--- src/rtl/ysyx_040750_trap_ctrl_pkg.sv ---
// Shared definitions for the trap/return sequencer: cause codes, CSR addresses and FSM encodings.
package ysyx_040750_trap_ctrl_pkg;

  localparam int          DEF_PC_W        = 32;
  localparam int          DEF_XLEN        = 64;
  localparam logic [63:0] DEF_ECALL_CAUSE = 64'd11;
  localparam logic [63:0] DEF_TIMER_CAUSE = 64'h8000_0000_0000_0007;

  localparam logic [11:0] CSR_MSTATUS = 12'h300;
  localparam logic [11:0] CSR_MTVEC   = 12'h305;
  localparam logic [11:0] CSR_MEPC    = 12'h341;
  localparam logic [11:0] CSR_MCAUSE  = 12'h342;

  typedef enum logic [1:0] {
    ST_IDLE     = 2'd0,
    ST_DRAIN    = 2'd1,
    ST_REDIRECT = 2'd2
  } trap_state_e;

  typedef enum logic [1:0] {
    EV_NONE  = 2'd0,
    EV_MRET  = 2'd1,
    EV_ECALL = 2'd2,
    EV_TIMER = 2'd3
  } trap_event_e;

endpackage

--- src/rtl/ysyx_040750_trap_ctrl.sv ---
// Trap/return sequencer: commits ecall, mret and timer interrupts at WB, strobes the CSR file,
// flushes the pipeline, waits for the LSU to drain and hands the redirect PC to the IFU.
module ysyx_040750_trap_ctrl
  import ysyx_040750_trap_ctrl_pkg::*;
#(
  parameter int          PC_W        = DEF_PC_W,
  parameter int          XLEN        = DEF_XLEN,
  parameter logic [63:0] ECALL_CAUSE = DEF_ECALL_CAUSE,
  parameter logic [63:0] TIMER_CAUSE = DEF_TIMER_CAUSE
) (
  input  logic            I_sys_clk,
  input  logic            I_rst_n,
  input  logic            I_wb_valid,
  input  logic            I_wb_ecall,
  input  logic            I_wb_mret,
  input  logic [PC_W-1:0] I_wb_pc,
  input  logic [PC_W-1:0] I_wb_dnpc,
  input  logic            I_timer_intr,
  input  logic            I_lsu_busy,
  input  logic [XLEN-1:0] I_csr_rd_data,
  input  logic            I_ifu_ready,
  output logic            O_csr_intr_wr,
  output logic            O_csr_intr_rd,
  output logic            O_csr_mret_wr,
  output logic            O_csr_mret_rd,
  output logic [PC_W-1:0] O_intr_pc,
  output logic [XLEN-1:0] O_intr_no,
  output logic            O_flush,
  output logic            O_stall,
  output logic            O_redirect_valid,
  output logic [PC_W-1:0] O_redirect_pc
);

  trap_state_e     state_r, next_state_s;
  trap_event_e     event_s;
  logic [PC_W-1:0] target_r, target_s, mtvec_base_s;
  logic            load_s;
  logic            unused_s;

  // mtvec is direct mode only, so the low two bits never reach the PC
  assign mtvec_base_s = {I_csr_rd_data[PC_W-1:2], 2'b00};
  assign unused_s     = ^I_csr_rd_data[XLEN-1:PC_W];

  // State and redirect-target registers
  always_ff @(posedge I_sys_clk or negedge I_rst_n) begin
    if (!I_rst_n) begin
      state_r  <= ST_IDLE;
      target_r <= '0;
    end else begin
      state_r <= next_state_s;
      if (load_s) begin
        target_r <= target_s;
      end
    end
  end

  // Event detect with mret > ecall > timer priority; reset masks it so no strobe leaks out
  always_comb begin
    event_s = EV_NONE;
    if (I_rst_n && I_wb_valid && (state_r == ST_IDLE)) begin
      if (I_wb_mret) begin
        event_s = EV_MRET;
      end else if (I_wb_ecall) begin
        event_s = EV_ECALL;
      end else if (I_timer_intr) begin
        event_s = EV_TIMER;
      end else begin
        event_s = EV_NONE;
      end
    end else begin
      event_s = EV_NONE;
    end
  end

  // Next-state and output decode
  always_comb begin
    next_state_s     = state_r;
    load_s           = 1'b0;
    target_s         = '0;
    O_csr_intr_wr    = 1'b0;
    O_csr_intr_rd    = 1'b0;
    O_csr_mret_wr    = 1'b0;
    O_csr_mret_rd    = 1'b0;
    O_intr_pc        = '0;
    O_intr_no        = '0;
    O_flush          = 1'b0;
    O_stall          = 1'b0;
    O_redirect_valid = 1'b0;
    O_redirect_pc    = '0;
    case (state_r)
      ST_IDLE: begin
        case (event_s)
          EV_MRET: begin
            O_csr_mret_wr = 1'b1;
            O_csr_mret_rd = 1'b1;
            target_s      = I_csr_rd_data[PC_W-1:0];
          end
          EV_ECALL: begin
            O_csr_intr_wr = 1'b1;
            O_csr_intr_rd = 1'b1;
            O_intr_pc     = I_wb_pc;
            O_intr_no     = ECALL_CAUSE[XLEN-1:0];
            target_s      = mtvec_base_s;
          end
          EV_TIMER: begin
            // The interrupted instruction commits, so mepc gets its successor
            O_csr_intr_wr = 1'b1;
            O_csr_intr_rd = 1'b1;
            O_intr_pc     = I_wb_dnpc;
            O_intr_no     = TIMER_CAUSE[XLEN-1:0];
            target_s      = mtvec_base_s;
          end
          default: begin
            target_s = '0;
          end
        endcase
        if (event_s != EV_NONE) begin
          O_flush      = 1'b1;
          load_s       = 1'b1;
          next_state_s = I_lsu_busy ? ST_DRAIN : ST_REDIRECT;
        end else begin
          next_state_s = ST_IDLE;
        end
      end
      ST_DRAIN: begin
        O_stall = 1'b1;
        if (!I_lsu_busy) begin
          next_state_s = ST_REDIRECT;
        end else begin
          next_state_s = ST_DRAIN;
        end
      end
      ST_REDIRECT: begin
        O_stall          = 1'b1;
        O_redirect_valid = 1'b1;
        O_redirect_pc    = target_r;
        if (I_ifu_ready) begin
          next_state_s = ST_IDLE;
        end else begin
          next_state_s = ST_REDIRECT;
        end
      end
      default: begin
        next_state_s = ST_IDLE;
      end
    endcase
  end

endmodule
--- config.mk ---
export PLATFORM = sky130hd
export DESIGN_NAME = ysyx_040750_trap_ctrl
export DESIGN_NICKNAME = d
export VERILOG_FILES = /design/src/rtl/ysyx_040750_trap_ctrl_pkg.sv /design/src/rtl/ysyx_040750_trap_ctrl.sv
export SDC_FILE = /design/constraint.sdc
export NUM_CORES = 1
export LEC_CHECK = 0
export CAP_MARGIN = 25
export CORE_AREA = 2 2 104 106
export CTS_CLUSTER_DIAMETER = 100
export DETAILED_ROUTE_END_ITERATION = 12
export DIE_AREA = 0 0 106 108
export HOLD_SLACK_MARGIN = 0.12
export PLACE_DENSITY = 0.73
export SETUP_SLACK_MARGIN = 0.3
export SYNTH_ARGS = -nofsm -noshare
export SYNTH_HDL_FRONTEND = slang
export SYNTH_SLANG_ARGS = --single-unit
export TNS_END_PERCENT = 10
--- constraint.sdc ---
create_clock -name I_sys_clk -period 2.37 [get_ports I_sys_clk]
set_clock_uncertainty 0.05 [all_clocks]
set_input_delay 0.474 -clock I_sys_clk [delete_from_list [all_inputs] [get_ports I_sys_clk]]
set_output_delay 0.474 -clock I_sys_clk [all_outputs]
set_load 0.02 [all_outputs]
# After elaboration in Yosys (flattened, before gate mapping)
# Index checks and enable logic that the tools add are counted.
[word_totals]
in_bits = 136
out_inout_bits = 135
ramBits = 0
ff_bits = 34
mem_bits_ro = 0
mem_count = 0
latch_bits = 0
elab_cells = 36
[classes]
shift = 0
div = 0
mux = 23
n_eq_ne = 5
n_lt_le_gt_ge = 0
bitwise = 0
addsub = 0
n_mul = 0
reduce_logical = 6
[ops]
columns = ["cell", "count"]
rows = [
  ["one-hot mux 32 bit (2 select lines)", 2],
  ["one-hot mux 64 bit (2 select lines)", 1],
  ["two-way mux 32 bit", 3],
  ["two-way mux 64 bit", 1],
  ["two-way mux 2 bit", 7],
  ["two-way mux 1 bit", 8],
  ["equality test 2 bit (second input constant)", 3],
  ["one-hot mux 2 bit (3 select lines)", 1],
  ["equality test 2 x 1 -> 1 bit (second input constant)", 2],
  ["OR reduction 2 bit", 2],
  ["logical AND 1 bit", 2],
  ["logical NOT 2 bit", 1],
  ["nonzero test 2 bit", 1],
]

# Logic depth before layout (Yosys ltp)
[logic_depth]
ltp_word = 8
ltp_mapped = 7
depth_no_buf = 6

# Worst setup path after synthesis
# Ideal clock, no wire load.
[synth_timing]
kind = "register -> output"
startpoint = "register state_r[0]"
endpoint = "output port O_csr_intr_wr"
path_stages_with_launch = 6
path_buffers = 1
arrival_time_ns = 1.817
required_time_ns = 1.846
setup_slack_ns = 0.029
cell_sequence = "dfrtp_1 -> inv_1 -> ha_1 -> and3_4 -> nor3b_1 -> buf_4"
[synth_via]
elab_chain_len = 7
elab_cells_between_ends = 8
classes_between = "2 x eq/ne; 3 x mux; 3 x reduce/logical"
[synth_lines]
columns = ["item", "line", "rtl"]
rows = [
  ["start: declaration", "ysyx_040750_trap_ctrl.sv:34", "trap_state_e state_r, next_state_s;"],
  ["start signal: assignment", "ysyx_040750_trap_ctrl.sv:50", "state_r <= next_state_s;"],
  ["logical NOT 2 bit *", "--", ""],
  ["logical AND 1 bit", "ysyx_040750_trap_ctrl.sv:60", "if (I_rst_n && I_wb_valid && (state_r == ST_IDLE)) begin"],
  ["two-way mux 2 bit", "ysyx_040750_trap_ctrl.sv:60", ""],
  ["equality test 2 bit", "--", ""],
  ["OR reduction 2 bit (no line)", "--", ""],
  ["two-way mux 1 bit", "--", ""],
  ["two-way mux 1 bit *", "--", ""],
  ["end: declaration", "ysyx_040750_trap_ctrl.sv:22", "output logic O_csr_intr_wr,"],
]
# Every way passes the cells marked *; elsewhere a longest branch is shown, timed or not.

# Worst setup path in the final report
[layout_timing]
startpoint = "register state_r[0]"
endpoint = "output port O_intr_pc[24]"
[layout_via]
elab_chain_len = 6
elab_cells_between_ends = 7
classes_between = "2 x eq/ne; 3 x mux; 2 x reduce/logical"
[layout_lines]
columns = ["item", "line", "rtl"]
rows = [
  ["logical NOT 2 bit *", "ysyx_040750_trap_ctrl.sv:60, ysyx_040750_trap_ctrl.sv:90", ""],
  ["logical AND 1 bit", "ysyx_040750_trap_ctrl.sv:60", ""],
  ["two-way mux 2 bit", "ysyx_040750_trap_ctrl.sv:60", ""],
  ["equality test 2 bit", "ysyx_040750_trap_ctrl.sv:92", "case (event_s)"],
  ["one-hot mux 32 bit (2 select lines)", "ysyx_040750_trap_ctrl.sv:92", ""],
  ["two-way mux 32 bit *", "ysyx_040750_trap_ctrl.sv:90", "case (state_r)"],
  ["end: declaration", "ysyx_040750_trap_ctrl.sv:26", "output logic [PC_W-1:0] O_intr_pc,"],
]
# Marks and branches as above.

==> results.json <==
{
  "status": "finished, violations left",
  "violations": "setup timing",
  "die_h_um": 108,
  "ys_seq_area_share_pct": 31.8,
  "stdcell_count": 620,
  "maxClockFrequency_mhz": 402,
  "top_layer": "met4",
  "grt_usage_pct": 16.9,
  "overflow": 0,
  "drcViolationCount": 0,
  "swShare_pct": 35.5,
  "period_needed_ns": 2.49,
  "chipWidth_um": 106,
  "cts_tree": "built",
  "viasPerCell": 4.19,
  "leakagePower_nw": 2.44,
  "cp.required_ns": 1.85,
  "grt_max_degree": 35,
  "cts_buffers": 5,
  "power_density_nw_per_um2": 484,
  "firstDrtPassIters": 4,
  "worst_hold_path_type": "in -> async",
  "reg2reg_from": "state_r[0]$_DFF_PN0_",
  "worstSetupPathType": "reg -> out",
  "netlist_instances": 291,
  "num_antenna_cells": 0,
  "port_buffers": 179,
  "synth_warnings": 0,
  "drv_slew": 0,
  "dieArea_um2": 11400,
  "start_util_pct": 26.1,
  "cts_sinks": 34,
  "p_comb_share_pct": 46.1,
  "htreeDepth": 2,
  "setup_violations": 31,
  "io_pins": 271,
  "yosys.area.top_type": "dfrtp_1",
  "dp.cells": 602,
  "placementRows": 37,
  "routabilityCongestion": 0.850,
  "p_int_w": 0.00154,
  "wl_mm": 10.4,
  "r2r_slack_ns": 0.47,
  "met1Wirelength_mm": 3.70,
  "layout_setup_ws_ns": -0.117,
  "finalHoldViolCount": 0,
  "tightest_slew_ns": 0.544,
  "core_area_um2": 10200,
  "rsz0062_at_grt": "true",
  "critPathArrivalTime_ns": 1.96,
  "yosys.cell_types.count": 23,
  "antenna_found_initial": 0,
  "met3_length_mm": 1.11,
  "synth-async-reset-ratio_pct": 100,
  "cts_hold_buf": 0,
  "area_delta_synth_final_pct": 84.5,
  "cap_violations": 0,
  "final_nets": 624,
  "pwr-share-seq_pct": 36.7,
  "final_antenna_net_count": 0,
  "post-place-ws_ns": -0.469,
  "syn_area_um2": 2680,
  "cp-startpoint": "state_r[0]$_DFF_PN0_",
  "synth_seq_cells": 34,
  "period_share_pct": 105,
  "p_sw_w": 0.000847,
  "synth_top_area_share_pct": 31.8,
  "syn_area_per_cell_um2": 9.19,
  "clock_path_buffers": 2,
  "wl_met2_mm": 5.29,
  "drive_gt1_share_pct": 33.1,
  "crit_path_max_fanout": 5,
  "synth_area_leaders": "dfrtp_1 32%, buf_4 18%, mux2i_1 11%, a22o_1 11%, and2_1 7.7%",
  "clk_pin_slew_ns": 0.07,
  "slew-limit-headroom_pct": 63.7,
  "grt_pass1_vias": 2596,
  "wl_per_cell_um": 16.7,
  "vias": 2600,
  "clockRootBuffer": "clkbuf_8",
  "critPathLaunchType": "register",
  "power.share.clock_pct": 17.2,
  "synth_edf_count": 0,
  "synth_flop_cell": "dfrtp_1",
  "dp_hpwl_mm": 7.80,
  "clk_latency_ns": 0.28,
  "grt_pass1_wl_mm": 14.6,
  "first_iter_violations": 102,
  "critPathCaptureType": "output pin",
  "peakVddDrop_mv": 0.323,
  "synth_common_cells": "64 x buf_4, 34 x a22o_1, 34 x dfrtp_1",
  "yosysMostFrequentCell": "buf_4"
}
## sequential cells by signal, indices dropped and copies added (netlist names)
name / cells
state_r: 2
target_r: 32
## worst max-delay path: stages, from the launching register on
cell,delay [ns]
dfrtp_1,0.36
inv_2,0.06
ha_4,0.15
and3_4,0.15
and4bb_2,0.25
buf_12,0.14
buf_8,0.12
buf_6,0.11
a22o_1,0.20
buf_6,0.14
## power groups by stage
stage	clock [W]	combinational [W]	sequential, W
floorplan	0	0.000613	0.000840
global placement	0	0.000963	0.000862
detailed placement	0	0.000984	0.000868
CTS	0.000429	0.000974	0.000863
global route	0.000458	0.00118	0.000899
finish	0.000411	0.00110	0.000878
## cell usage in the layout (no fill, tap or decap), drive strengths merged, types with 3 or more instances in the layout
| master | netlist | layout |
|---|---|---|
| buf | 77 | 100 |
| clkdlybuf4s50 | 0 | 98 |
| conb | 1 | 59 |
| dfrtp | 34 | 34 |
| inv | 34 | 34 |
| a22o | 34 | 34 |
| and2 | 33 | 33 |
| nand2 | 30 | 30 |
| mux2i | 30 | 30 |
| clkbuf | 4 | 9 |
| ha | 4 | 4 |
| dlygate4sd2 | 0 | 3 |
## through the flow
step | hold slack, ns | util [%] | instance area (um2) | TNS, ns | total power [W]
6_report | 0.232 | 48.2 | 4940 | -2.29 | 0.00239
3_3_place_gp | 0.433 | 43.2 | 4420 | -11.83 | 0.00182
3_5_place_dp | 0.438 | 43.2 | 4420 | -12.46 | 0.00185
2_1_floorplan | 0.128 | - | 2900 | 0 | 0.00145
5_1_grt | 0.264 | 48.2 | 4940 | -4.06 | 0.00254
4_1_cts | 0.241 | 45.5 | 4650 | -2.92 | 0.00227
## worst paths after layout
| check | end | cells past startpoint |
|---|---|---|
| max in group asynchronous | target_r[7]$_DFFE_PN0P_ | 2 |
| worst min register to register | target_r[0]$_DFFE_PN0P_ | 1 |
| worst min-delay path | target_r[18]$_DFFE_PN0P_ | 2 |
| worst max-delay path | O_intr_pc[24] | 9 |
| worst max register to register | target_r[3]$_DFFE_PN0P_ | 8 |
| min in group I_sys_clk | target_r[0]$_DFFE_PN0P_ | 1 |
## area by class of cell
type                    instances  area (um2)
well taps                     136         170
fillers                       954        5300
multi-input cells             200        1460
clock buffers                   7        76.3
flip-flops and latches         34         851
inverters                      34         128
repair buffers                209        2250
## per-layer routing
layer / GRT usage (%) / up-vias
met2: 30.8 / 141
met4: 5.73 / 0
met5: 0 / -
met3: 6.39 / 13
met1: 18.0 / 1244
li1: - / 1202
## repair_timing
item,CTS,global route
endpoints found under the setup margin,76,76
gates cloned,3,0
gates resized for setup,226,181
setup buffers,6,2
pin swaps,26,6
## kinds of logic (layout without fill, tap and decap cells)
kind of cell	after synthesis	in the layout	share of synthesized area (%)
mux	30	30	11.2
buf+inv	115	250	28.3
fa+ha+maj	4	4	1.87
simple gates	70	70	14.0
other cells	1	59	0.140
flops	34	34	31.8
compound gates	37	37	12.6
No activity file was read; power rests on OpenSTA's default activity.
